`config.mk`:
```
export PLATFORM = sky130hd
export DESIGN_NAME = x_mem_loader_flat
export DESIGN_NICKNAME = d
export VERILOG_FILES = /design/src/rtl/x_mem_loader_if.sv /design/src/rtl/x_mem_loader.sv /design/src/flat_wrapper.sv
export SDC_FILE = /design/constraint.sdc
export NUM_CORES = 1
export LEC_CHECK = 0
export BUFFER_PORTS_ARGS = -buffer_cell sky130_fd_sc_hd__clkbuf_2
export CAP_MARGIN = 20
export CORE_MARGIN = 3
export CORE_UTILIZATION = 30
export CTS_BUF_LIST = sky130_fd_sc_hd__clkbuf_8
export CTS_CLUSTER_DIAMETER = 30
export DETAILED_ROUTE_END_ITERATION = 16
export SLEW_MARGIN = 20
export SYNTH_ARGS = -nofsm -noshare
export SYNTH_HDL_FRONTEND = slang
export SYNTH_SLANG_ARGS = --single-unit
```
`constraint.sdc`:
```
create_clock -name clk -period 3.7 [get_ports clk]
set_input_delay 0.37 -clock clk [delete_from_list [all_inputs] [get_ports clk]]
set_output_delay 0.37 -clock clk [all_outputs]
set_load 0.01 [all_outputs]
```
`src/rtl/x_mem_loader_if.sv`:
```
// rtl/x_mem_loader_if.sv - sample stream in and x-memory write port for the x loader
interface x_mem_loader_if #(
    parameter int WIDTH      = 32,
    parameter int ADDR_WIDTH = 9
);
    logic                  in_valid;
    logic [WIDTH-1:0]      in_data;
    logic                  in_ready;
    logic                  wr_en;
    logic [ADDR_WIDTH-1:0] wr_addr;
    logic [WIDTH-1:0]      wr_data;

    // master: sample source that also observes the memory write port
    modport master (
        output in_valid,
        output in_data,
        input  in_ready,
        input  wr_en,
        input  wr_addr,
        input  wr_data
    );

    // slave: the loader itself
    modport slave (
        input  in_valid,
        input  in_data,
        output in_ready,
        output wr_en,
        output wr_addr,
        output wr_data
    );
endinterface

```
`src/rtl/x_mem_loader.sv`:
```
// rtl/x_mem_loader.sv - writes one frame of x samples to addresses 0..DEPTH-1, holds it until released
module x_mem_loader #(
    parameter int WIDTH      = 32,
    parameter int ADDR_WIDTH = 9,
    parameter int DEPTH      = 361
) (
    input  logic         clk,
    input  logic         rst,
    input  logic         start,
    input  logic         release_in,
    output logic         loaded,
    output logic         busy,
    x_mem_loader_if.slave bus
);
    typedef enum logic [1:0] {
        IDLE = 2'd0,
        LOAD = 2'd1,
        FULL = 2'd2
    } state_t;

    localparam logic [ADDR_WIDTH-1:0] LAST_IDX = ADDR_WIDTH'(DEPTH - 1);

    state_t                state;
    state_t                state_nxt;
    logic [ADDR_WIDTH-1:0] index;
    logic [ADDR_WIDTH-1:0] index_nxt;
    logic                  accept;

    always_ff @(posedge clk or posedge rst) begin
        if (rst) begin
            state <= IDLE;
            index <= '0;
        end else begin
            state <= state_nxt;
            index <= index_nxt;
        end
    end

    // index parks on DEPTH-1 after the last beat; only a new start rewinds it
    always_comb begin
        state_nxt = state;
        index_nxt = index;
        accept    = 1'b0;
        case (state)
            IDLE: begin
                if (start) begin
                    state_nxt = LOAD;
                    index_nxt = '0;
                end
            end
            LOAD: begin
                if (bus.in_valid) begin
                    accept = 1'b1;
                    if (index == LAST_IDX) begin
                        state_nxt = FULL;
                    end else begin
                        index_nxt = index + 1'b1;
                    end
                end
            end
            FULL: begin
                if (release_in) begin
                    if (start) begin
                        state_nxt = LOAD;
                        index_nxt = '0;
                    end else begin
                        state_nxt = IDLE;
                    end
                end
            end
            default: begin
                state_nxt = IDLE;
                index_nxt = '0;
            end
        endcase
    end

    // status flags decode the state register, so they change on the same edges as the write port
    assign bus.in_ready = (state == LOAD);
    assign busy         = (state == LOAD);
    assign loaded       = (state == FULL);

    always_ff @(posedge clk or posedge rst) begin
        if (rst) begin
            bus.wr_en   <= 1'b0;
            bus.wr_addr <= '0;
            bus.wr_data <= '0;
        end else begin
            bus.wr_en <= accept;
            if (accept) begin
                bus.wr_addr <= index;
                bus.wr_data <= bus.in_data;
            end
        end
    end
endmodule

```
`src/flat_wrapper.sv`:
```
// flat-port wrapper written by rule: the top's interface ports become plain ports
module x_mem_loader_flat 
#(
    parameter int WIDTH      = 32,
    parameter int ADDR_WIDTH = 9,
    parameter int DEPTH      = 361
)
  (clk, rst, start, release_in, loaded, busy, bus_in_valid, bus_in_data, bus_in_ready, bus_wr_en, bus_wr_addr, bus_wr_data);
  x_mem_loader_if #(.WIDTH(WIDTH), .ADDR_WIDTH(ADDR_WIDTH)) bus_i ();
  input  logic clk;
  input  logic rst;
  input  logic start;
  input  logic release_in;
  output logic loaded;
  output logic busy;
  input wire logic [$bits(bus_i.in_valid)-1:0] bus_in_valid;
  input wire logic [$bits(bus_i.in_data)-1:0] bus_in_data;
  output wire logic [$bits(bus_i.in_ready)-1:0] bus_in_ready;
  output wire logic [$bits(bus_i.wr_en)-1:0] bus_wr_en;
  output wire logic [$bits(bus_i.wr_addr)-1:0] bus_wr_addr;
  output wire logic [$bits(bus_i.wr_data)-1:0] bus_wr_data;
  assign bus_i.in_valid = bus_in_valid;
  assign bus_i.in_data = bus_in_data;
  assign bus_in_ready = bus_i.in_ready;
  assign bus_wr_en = bus_i.wr_en;
  assign bus_wr_addr = bus_i.wr_addr;
  assign bus_wr_data = bus_i.wr_data;
  x_mem_loader #(.WIDTH(WIDTH), .ADDR_WIDTH(ADDR_WIDTH), .DEPTH(DEPTH)) u_core (.clk(clk), .rst(rst), .start(start), .release_in(release_in), .loaded(loaded), .busy(busy), .bus(bus_i));
endmodule
```
== After elaboration in Yosys (flattened, before gate mapping) ==
Index checks and enable logic that the tools add are counted.
Storage, ports and cells
  output and inout bits: 45
  memory bits (read-only): 0
  memory bits (writable): 0
  latch bits: 0
  word-level logic and storage cells: 30
  memories: 0
  register bits: 53
Operators by class
  equal/unequal tests: 8
  multipliers: 0
  shift-type cells: 0
  div/mod/pow operators: 0
  bitwise logic cells: 0
  muxes and demuxes: 13
  add/sub/neg operators: 1
  reductions and logical operators: 3
  magnitude comparators: 0
Operators with widths (number)
  9-bit two-way mux: 4
  9-bit case mux with 3 select lines: 1
  9-bit by 1-bit adder with 9-bit output, second input constant: 1
  9-bit equality test, second input constant: 1
  2-bit two-way mux: 4
  2-bit != test, second input constant: 4
  2-bit case mux with 3 select lines: 1
  4-bit AND reduction: 1
  1-bit two-way mux: 3
  3-bit AND reduction: 1
  2-bit by 1-bit equality test with 1-bit output, second input constant: 1
  2-bit equality test, second input constant: 1
  2-bit logical NOT: 1
  2-bit by 1-bit != test with 1-bit output, second input constant: 1

== Longest topological paths before layout ==
Gate-level depths: netlist of run 1.
  word-level depth: 4
  mapped depth: 7
  depth with buffers taken out: 6

== Worst setup path after synthesis of run 1 ==
No wires, ideal clock.
  path kind: register -> register
  from: register u_core.index[0]
  to: register u_core.index[2]
  cell stages (with the launch flop): 7
  clock period less this slack: 1.548 ns
  path buffers: 0
  required time: 3.576 ns
  setup slack: 2.152 ns
  arrival time: 1.424 ns
  setup time: 0.124 ns
  cells stage by stage: dfrtp_1 inv_1 ha_1 nand4bb_4 o21a_4 and3b_1 a211o_1
Between the ends
  word-level cells in the longest chain between the ends: 4
RTL lines
  start: declaration: RTL line x_mem_loader.sv:25  | logic [ADDR_WIDTH-1:0] index;
  start signal: assignment: RTL line x_mem_loader.sv:35  | index <= index_nxt;
  9-bit by 1-bit adder with 9-bit output: RTL line x_mem_loader.sv:57  | index_nxt = index + 1'b1;
  9-bit two-way mux: RTL line x_mem_loader.sv:54  | if (index == LAST_IDX) begin
  9-bit two-way mux: RTL line x_mem_loader.sv:52  | if (bus.in_valid) begin
  9-bit case mux with 3 select lines: RTL line x_mem_loader.sv:44  | case (state)
Parallel ways exist; a longest one is shown, timed or not. The select of a mux whose other input is x is not followed.
A chain may end at the register's enable or synchronous reset.

== Worst setup path in the final report of run 1 ==
  from: register u_core.state[1]
  to: register u_core.index[2]
Between the ends
  word-level cells in the longest chain between the ends: 3
RTL lines
  start: declaration: RTL line x_mem_loader.sv:23  | state_t state;
  start signal: assignment: RTL line x_mem_loader.sv:34  | state <= state_nxt;
  2-bit by 1-bit equality test with 1-bit output or 2-bit equality test (tied branches): RTL line x_mem_loader.sv:44
  2-bit != test (no source line)
  3-bit AND reduction (no source line)
Parallel ways exist; a longest one is shown, timed or not.

==> out/metrics.yaml, run 1 <==
status:
  outcome: "finished clean"
finish:
  drive_above_1_share_pct: 32.5
  antenna_cells: 0
  area_growth_pct: 25.4
  multi_input_area_um2: 817
  regArea_um2: 1330
  fin_cells: 410
  n_fill_cell: 734
  nets: 352
placement:
  dp_hpwl_um: 3400
  routabilityCongestion: 0.775
  placed_cells: 402
  portBuffers: 81
  place_ws_ps: 1440
die:
  initial_core_util_pct: 31.8
  io_pins: 82
  core_area_um2: 6980
  die_area_um2: 8480
  die-height_um: 92.1
  die_x_um: 92.1
  num_rows: 30
setup_path:
  startpoint_type: "flip-flop"
  cp-end-kind: "flip-flop"
  path_max_fanout: 47
  critPathKind: "flip-flop to flip-flop"
  arrival_ps: 2430
  required_ps: 3900
synth:
  synth_cells: 236
  synth_most_common_cell: "nand2_1"
  syn_area_um2: 2220
  synth_cell_type_count: 35
  synth_top_cell_area_share_pct: 59.7
  netlist_top_cells_area: "dfrtp_1, nand2_1, a22o_2"
  ys_ff_latch: 53
  yosysSeqAreaShare_pct: 59.7
  synth_nets: 275
  synth_edf_count: 0
  synth_ff_type: "dfrtp_1"
  yosys_warnings: 0
  yosys.area.top_type: "dfrtp_1"
  async_flop_share_pct: 100
  synthTopCellsByCount: "nand2_1, dfrtp_1, buf_2, inv_1"
  syn_avg_cell_area_um2: 9.42
sta:
  tns_ps: 0
  min_period_ps: 2230
  final_max_slew_viol_count: 0
  period_share_pct: 60.2
  rsz0062_at_grt: "no"
  worst_slack_ps: 1470
  max_slew_margin_pct: 53.9
  tightest_slew_ps: 691
  setup_viol: 0
  fmax_ghz: 0.449
  finalHoldViolations: 0
  fin_skew_ps: 2.37
routing:
  wl_met2_um: 2210
  highest_layer: "met4"
  wl_per_cell_um: 11.8
  drtAntennaViolNets: 0
  drt-met1-wl_um: 2280
  routed_via_density: 4.41
  finalWirelength_um: 4850
  drtIter0Drc: 53
  drc: 0
  num_vias: 1807
  wl_met3_um: 300
  drtPass1Iterations: 4
flow_run:
  drv_cap: 0
power_and_ir_drop:
  power_density_nw_per_um2: 526
  total_power_mw: 1.47
  p_leak_nw: 1.60
  max-vdd-ir-drop_v: 0.000189
clock_network:
  cts_buffer_depth: 2
  hold_buffers: 0
  cts_root_buffer: "clkbuf_8"
  clock-sinks: 53
  numCtsBuffers: 5
  cts-resized-gates: 0
  cts_setup_buffers: 0
  clk_pin_slew_worst_paths_ps: 90
  clk_latency_ps: 300
  tritoncts: "built"
  cts_max_level: 2
min_path:
  hold_class: "primary input to async pin"
global_route:
  grt_usage_pct: 12.2
  grt_max_degree: 54
  grt_pass1_wl_um: 8450
  grt_pass1_vias: 1814
  overflow: 0
  antenna_found_initial: 0
-- registers in the layout, summed over array words and instances (netlist names) --
register and count:
u_core.index 9, u_core.bus.wr_en 1, u_core.bus.wr_addr 9, u_core.bus.wr_data 32
u_core.state 2
-- cell type report --
cell class	count	share of cell area [%]
sequential	53	47.6
multi-input combinational	165	29.3
timing repair buffer	82	14.8
tap	96	4.31
clock buffer	5	2.47
inverter	6	0.897
clock inverter	3	0.673
-- per-layer routing --
metal / up-vias / GRT usage, %
li1: 907 / -
met1: 836 / 15.6
met2: 59 / 20.3
met3: 5 / 3.28
met4: 0 / 3.71
met5: - / 0
-- kinds of logic (layout without fill, tap and decap cells) --
kind of cell	Yosys count	in the layout	share of synthesized area (%)
AOI/OAI and AO/OA	19	19	6.92
xor gates and xnor gates	3	3	1.18
adders and majority gates	2	2	1.13
buffers and inverters	18	96	3.83
DFF	53	53	59.7
muxes	1	1	0.506
and+or+nand+nor	140	140	26.8
-- power by group --
group	total [mW]	internal [mW]	switching [mW]	leakage, nW
sequential	0.766	0.688	0.0780	0.671
combinational	0.382	0.160	0.222	0.887
clock	0.320	0.131	0.189	0.0416
total	1.47	0.979	0.489	1.60
-- cells in the final DEF, fill, tap and decap left out, types with 3 or more instances in the layout --
| cell | count |
|---|---|
| o21ai_0 | 3 |
| inv_1 | 5 |
| a211o_1 | 3 |
| clkbuf_2 | 81 |
| a22o_2 | 4 |
| nor2_1 | 4 |
| clkbuf_8 | 5 |
| dfrtp_1 | 53 |
| nand2_1 | 120 |
-- final timing paths --
path / start / cells past startpoint / to / slack (ps)
max in group asynchronous: rst / 2 / u_core.bus.wr_addr[4]$_DFFE_PP0P_ / 3130
min in group clk: release_in / 2 / u_core.state[1]$_DFFE_PP0P_ / 240
min reg2reg: u_core.bus.wr_addr[6]$_DFFE_PP0P_ / 2 / u_core.bus.wr_addr[6]$_DFFE_PP0P_ / 480
min: rst / 2 / u_core.bus.wr_data[31]$_DFFE_PP0P_ / 140
max: u_core.state[1]$_DFFE_PP0P_ / 7 / u_core.index[2]$_DFFE_PP0P_ / 1470
max reg2reg: u_core.state[1]$_DFFE_PP0P_ / 7 / u_core.index[2]$_DFFE_PP0P_ / 1470
-- worst max-delay path, cell delays in order, from the launching register on --
cell     delay, ps
dfrtp_1        400
inv_1          100
nand3_2         70
buf_4          400
inv_2          410
o21a_4         280
and3b_1        190
a211o_1        250
-- stage by stage --
step / hold WS (ps) / utilization [%] / area [um2]
finish: 137 / 39.9 / 2790
global route: 183 / 39.9 / 2790
CTS: 162 / 39.9 / 2790
detailed placement: 461 / 38.7 / 2700
global placement: 459 / 38.7 / 2700
floorplan: 456 / - / 2220
No activity file was read; power rests on OpenSTA's default activity.
==> run 2, diff against run 1 <==
==> constraint.sdc (replaced) <==
create_clock -name clk -period 2.2 [get_ports clk]
set_input_delay 0.22 -clock clk [delete_from_list [all_inputs] [get_ports clk]]
set_output_delay 0.22 -clock clk [all_outputs]
set_load 0.01 [all_outputs]
==> run 2 against run 1 <==
Effect of this change:
- the run now ends with negative hold slack left
- die area stayed put
- sequential share of layout area is 0.74 points lower
- final cell count is 0.73% higher
- largest cell class unchanged
==> out/metrics.yaml, run 2 (synthesized netlist as in run 1, its figures left out) <==
finish:
  final_util_pct: 40.6
  antenna_cells: 0
  largest_register_ffs: 32
  mostFrequentLayoutCell: "nand2_1"
  area_growth_pct: 27.4
  n_fill_cell: 735
  nets: 355
  mostFrequentLayoutCells: "nand2_1, clkbuf_2, dfrtp_1"
  top_register: "u_core.bus.wr_data"
  drive_above_1_share_pct: 33.1
  reg.largest.list: "u_core.bus.wr_data (32), u_core.bus.wr_addr (9), u_core.index (9)"
setup_path:
  arrival_ps: 1870
  path_max_fanout: 9
  required_ps: 2390
  cp-end-kind: "flip-flop"
  startpoint_type: "flip-flop"
  critPathKind: "flip-flop to flip-flop"
clock_network:
  hold_buffers: 0
  clk_latency_ps: 310
  cts-resized-gates: 0
  cts_root_buffer: "clkbuf_8"
  cts_setup_buffers: 0
  cts_max_level: 2
  numCtsBuffers: 5
  clock-sinks: 53
  tritoncts: "built"
  clk_pin_slew_worst_paths_ps: 100
  cts_buffer_depth: 2
sta:
  period_share_pct: 76.4
  setup_viol: 0
  fin_skew_ps: 12.1
  finalHoldViolations: 21
  rsz0062_at_grt: "no"
  max_slew_margin_pct: 54.6
  tns_ps: 0
  tightest_slew_ps: 680
  min_period_ps: 1680
  fmax_ghz: 0.595
  final_max_slew_viol_count: 0
  whs_ps: -19.8
power_and_ir_drop:
  power_density_nw_per_um2: 917
  power.share.switching_pct: 31.9
  p_leak_nw: 1.63
  max-vdd-ir-drop_v: 0.000404
  p_seq_share_pct: 49.7
  internal_power_mw: 1.77
  power_frac_clock_pct: 25.5
  pwr-share-comb_pct: 24.9
  p_switching_uw: 829
global_route:
  grt_pass1_wl_um: 8510
  grt_pass1_vias: 1832
  grt_max_degree: 47
  grt_usage_pct: 12.3
  overflow: 0
  antenna_found_initial: 0
placement:
  portBuffers: 81
  routabilityCongestion: 0.753
  dp_hpwl_um: 3500
routing:
  wl_per_cell_um: 11.9
  finalWirelength_um: 4930
  drc: 0
  num_vias: 1768
  routed_via_density: 4.28
  drtPass1Iterations: 4
  drtAntennaViolNets: 0
  drtIter0Drc: 62
status:
  violations: "negative hold slack"
  outcome: "complete, but fails checks"
die:
  initial_core_util_pct: 31.8
  num_rows: 30
  die_area_um2: 8480
  io_pins: 82
  core_area_um2: 6980
  die-height_um: 92.1
  die_x_um: 92.1
min_path:
  hold_class: "primary input to async pin"
flow_run:
  drv_cap: 0
run 2: cell count changes in the layout (fill, tap and decap cells not counted):
cell        change
clkinvlp_4      -2
bufinv_16       +1
inv_2           +1
clkinv_4        +1
buf_4           +3
inv_4           -1
run 2: worst paths after layout:
path / end / slack, ps / depth (start not counted) / startpoint
setup reg to reg: u_core.index[8]$_DFFE_PP0P_ / 520 / 6 / u_core.index[0]$_DFFE_PP0P_
hold / removal: u_core.bus.wr_data[31]$_DFFE_PP0P_ / -20 / 2 / rst
max in group asynchronous: u_core.state[1]$_DFFE_PP0P_ / 1580 / 3 / rst
setup / recovery: u_core.index[8]$_DFFE_PP0P_ / 520 / 6 / u_core.index[0]$_DFFE_PP0P_
min in group clk: u_core.bus.wr_data[31]$_DFFE_PP0P_ / 90 / 3 / bus_in_data[31]
hold reg to reg: u_core.bus.wr_data[13]$_DFFE_PP0P_ / 480 / 2 / u_core.bus.wr_data[13]$_DFFE_PP0P_
run 2: routing by layer:
| metal | GRT usage (%) | up-vias | wire length [um] | share of wire (%) |
|---|---|---|---|---|
| met5 | 0 | - | 0 | 0 |
| met1 | 16.1 | 801 | 2300 | 47 |
| li1 | - | 911 | - | - |
| met3 | 3.28 | 5 | 290 | 5.9 |
| met4 | 2.97 | 0 | 40 | 0.81 |
| met2 | 20.4 | 51 | 2300 | 47 |
run 2: cell type report:
| type | instances | area (um2) | area share (%) |
|---|---|---|---|
| sequential | 53 | 1330 | 46.8 |
| multi-input combinational | 165 | 817 | 28.8 |
| clock buffer | 5 | 68.8 | 2.43 |
| timing repair buffer | 85 | 435 | 15.4 |
| inverter | 6 | 22.5 | 0.795 |
| clock inverter | 3 | 42.5 | 1.50 |
| tap | 96 | 120 | 4.24 |
run 2: power by group through the flow:
stage                     Clock, mW  Sequential, mW  Combinational, mW
after floorplan                   0            1.36              0.329
after global placement            0            1.30              0.652
after detailed placement          0            1.31              0.664
after CTS                     0.694            1.29              0.666
after global routing          0.733            1.32              0.730
final                         0.661            1.29              0.646
run 2: stage by stage:
stage	hold WS (ps)	power, mW	std cells	setup WS (ps)	cell area (um2)
2_1_floorplan	306	1.69	236	652	2220
3_3_place_gp	345	1.95	405	589	2720
3_5_place_dp	357	1.98	405	545	2720
4_1_cts	10.3	2.65	413	511	2830
5_1_grt	43.5	2.78	413	414	2830
6_report	-19.8	2.60	413	520	2830
run 2: worst max-delay path, stage by stage (launching register included):
cell and delay (ps):
dfrtp_1 410, inv_1 100, ha_1 200, nand4bb_4 130, o21a_4 270, and3_1 180
a211o_1 270
==> run 3, diff against run 2 <==
==> constraint.sdc (replaced) <==
create_clock -name clk -period 1.55 [get_ports clk]
set_input_delay 0.155 -clock clk [delete_from_list [all_inputs] [get_ports clk]]
set_output_delay 0.155 -clock clk [all_outputs]
set_load 0.01 [all_outputs]
==> run 3 against run 2 <==
Effect of this change:
- the flow now finishes without violations
- global-route usage up 0.25 points
- clock power rose by 38%
- highest routed layer unchanged
- sequential cell count unchanged
- largest power group unchanged
- register-to-register slack got worse by 470 ps
- critical path depth unchanged
- worst setup slack worse by 470 ps
- non-clock buffer count increased by 15
- sequential power up 40%
- core utilization is 2.6 points higher
- largest cell class unchanged
- via count is 4.8% higher
- first-iteration DRC count rose by 56%
==> out/metrics.yaml, run 3 (synthesized netlist as in run 1, its figures left out) <==
routing:
  drtAntennaViolNets: 0
  drc: 0
  routed_via_density: 4.34
  drtPass1Iterations: 6
  num_vias: 1852
  drtIter0Drc: 97
  finalWirelength_um: 5140
  wl_per_cell_um: 12.0
placement:
  dp_hpwl_um: 3650
  placed_cells: 417
  routabilityCongestion: 0.773
  place_ws_ps: -39.9
  place_area_um2: 2840
  portBuffers: 81
flow_run:
  drv_cap: 0
clock_network:
  clk_pin_slew_worst_paths_ps: 100
  cts_buffer_depth: 2
  tritoncts: "built"
  cts_max_level: 2
  clk_latency_ps: 300
  numCtsBuffers: 5
  clock-sinks: 53
  cts_root_buffer: "clkbuf_8"
setup_path:
  slowest_stage: "dfrtp_1"
  crit_chain: "inv_2 -> ha_4 -> nand4bb_4 -> o21a_4 -> and3b_1 -> a211o_1"
  required_ps: 1750
  max_stage_delay_ps: 400
  crit_family: "compound AO/OA/AOI/OAI gates"
  critPathKind: "flip-flop to flip-flop"
  arrival_ps: 1700
  cp-end-kind: "flip-flop"
  path_buf_inv: 1
  path_max_fanout: 5
  startpoint_type: "flip-flop"
global_route:
  overflow: 0
  grt_usage_pct: 12.6
  grt_pass1_wl_um: 8740
  grt_pass1_vias: 1876
  grt_max_degree: 47
  antenna_found_initial: 0
finish:
  mostFrequentLayoutCell: "nand2_1"
  drive_above_1_share_pct: 37.8
  area_growth_pct: 35.6
  largest_register_ffs: 32
  nets: 370
  mostFrequentLayoutCells: "nand2_1, clkbuf_2, dfrtp_1"
  fin_cells: 427
  reg.largest.list: "u_core.bus.wr_data (32), u_core.bus.wr_addr (9), u_core.index (9)"
  antenna_cells: 0
  top_register: "u_core.bus.wr_data"
  postLayoutCellArea_um2: 3020
sta:
  worst_slack_ps: 50.5
  max_slew_margin_pct: 70.9
  fin_skew_ps: 12.1
  final_max_slew_viol_count: 0
  min_period_ps: 1500
  fmax_ghz: 0.667
  tns_ps: 0
  rsz0062_at_grt: "yes"
  tightest_slew_ps: 437
  finalHoldViolations: 0
  setup_viol: 0
  period_share_pct: 96.7
power_and_ir_drop:
  p_leak_nw: 1.71
  total_power_mw: 3.86
  max-vdd-ir-drop_v: 0.000520
  power_density_nw_per_um2: 1280
die:
  io_pins: 82
  die_x_um: 92.1
  initial_core_util_pct: 31.8
  die_area_um2: 8480
  die-height_um: 92.1
  core_area_um2: 6980
  num_rows: 30
min_path:
  hold_class: "primary input to flip-flop"
status:
  outcome: "finished clean"
run 3: cell types whose count changed in the layout (fill, tap and decap cells not counted), moves of 2 or more:
cell,change
ha_1,-2
and3_4,+2
inv_2,+2
buf_12,+2
ha_4,+2
buf_4,+10
inv_1,-3
buf_6,+2
run 3: timing repair:
| action | 4_1_cts | 5_1_grt |
|---|---|---|
| hold endpoints to repair | 18 | 0 |
| hold buffers | 1 | 0 |
| setup buffers | 0 | 2 |
| gates resized for setup | 6 | 6 |
| pin swaps | 1 | 9 |
| endpoints found under the setup margin | 9 | 5 |
run 3: worst paths after layout:
check	end	from	cells past startpoint	slack [ps]
max in group asynchronous	u_core.bus.wr_data[13]$_DFFE_PP0P_	rst	4	620
worst max-delay path	u_core.index[2]$_DFFE_PP0P_	u_core.index[0]$_DFFE_PP0P_	6	50
worst min register to register	u_core.bus.wr_addr[8]$_DFFE_PP0P_	u_core.bus.wr_addr[8]$_DFFE_PP0P_	2	480
worst max register to register	u_core.index[2]$_DFFE_PP0P_	u_core.index[0]$_DFFE_PP0P_	6	50
min in group asynchronous	u_core.bus.wr_data[31]$_DFFE_PP0P_	rst	3	390
worst min-delay path	u_core.state[1]$_DFFE_PP0P_	release_in	2	30
run 3: area by class of cell:
class | instances | area, um2
clock buffers | 5 | 68.8
clock inverters | 2 | 35.0
fillers | 725 | 3970
inverters | 6 | 22.5
multi-input cells | 165 | 860
flip-flops and latches | 53 | 1330
well taps | 96 | 120
repair buffers | 100 | 583
run 3: through the flow:
stage	hold slack, ps	utilization, %
2_1_floorplan	241	-
3_3_place_gp	173	40.6
3_5_place_dp	167	40.6
4_1_cts	16.6	42.5
5_1_grt	23.6	43.2
6_report	25.7	43.2
run 3: routing by layer:
layer | GRT usage, % | vias up | wire (um)
li1 | - | 935 | -
met1 | 16.5 | 861 | 2370
met2 | 20.8 | 51 | 2440
met3 | 3.04 | 5 | 284
met4 | 3.34 | 0 | 42
met5 | 0 | - | 0
run 3: report_power, final:
part / internal [mW] / leakage, nW / switching, mW
sequential: 1.64 / 0.671 / 0.159
clock: 0.470 / 0.0540 / 0.442
combinational: 0.530 / 0.985 / 0.614
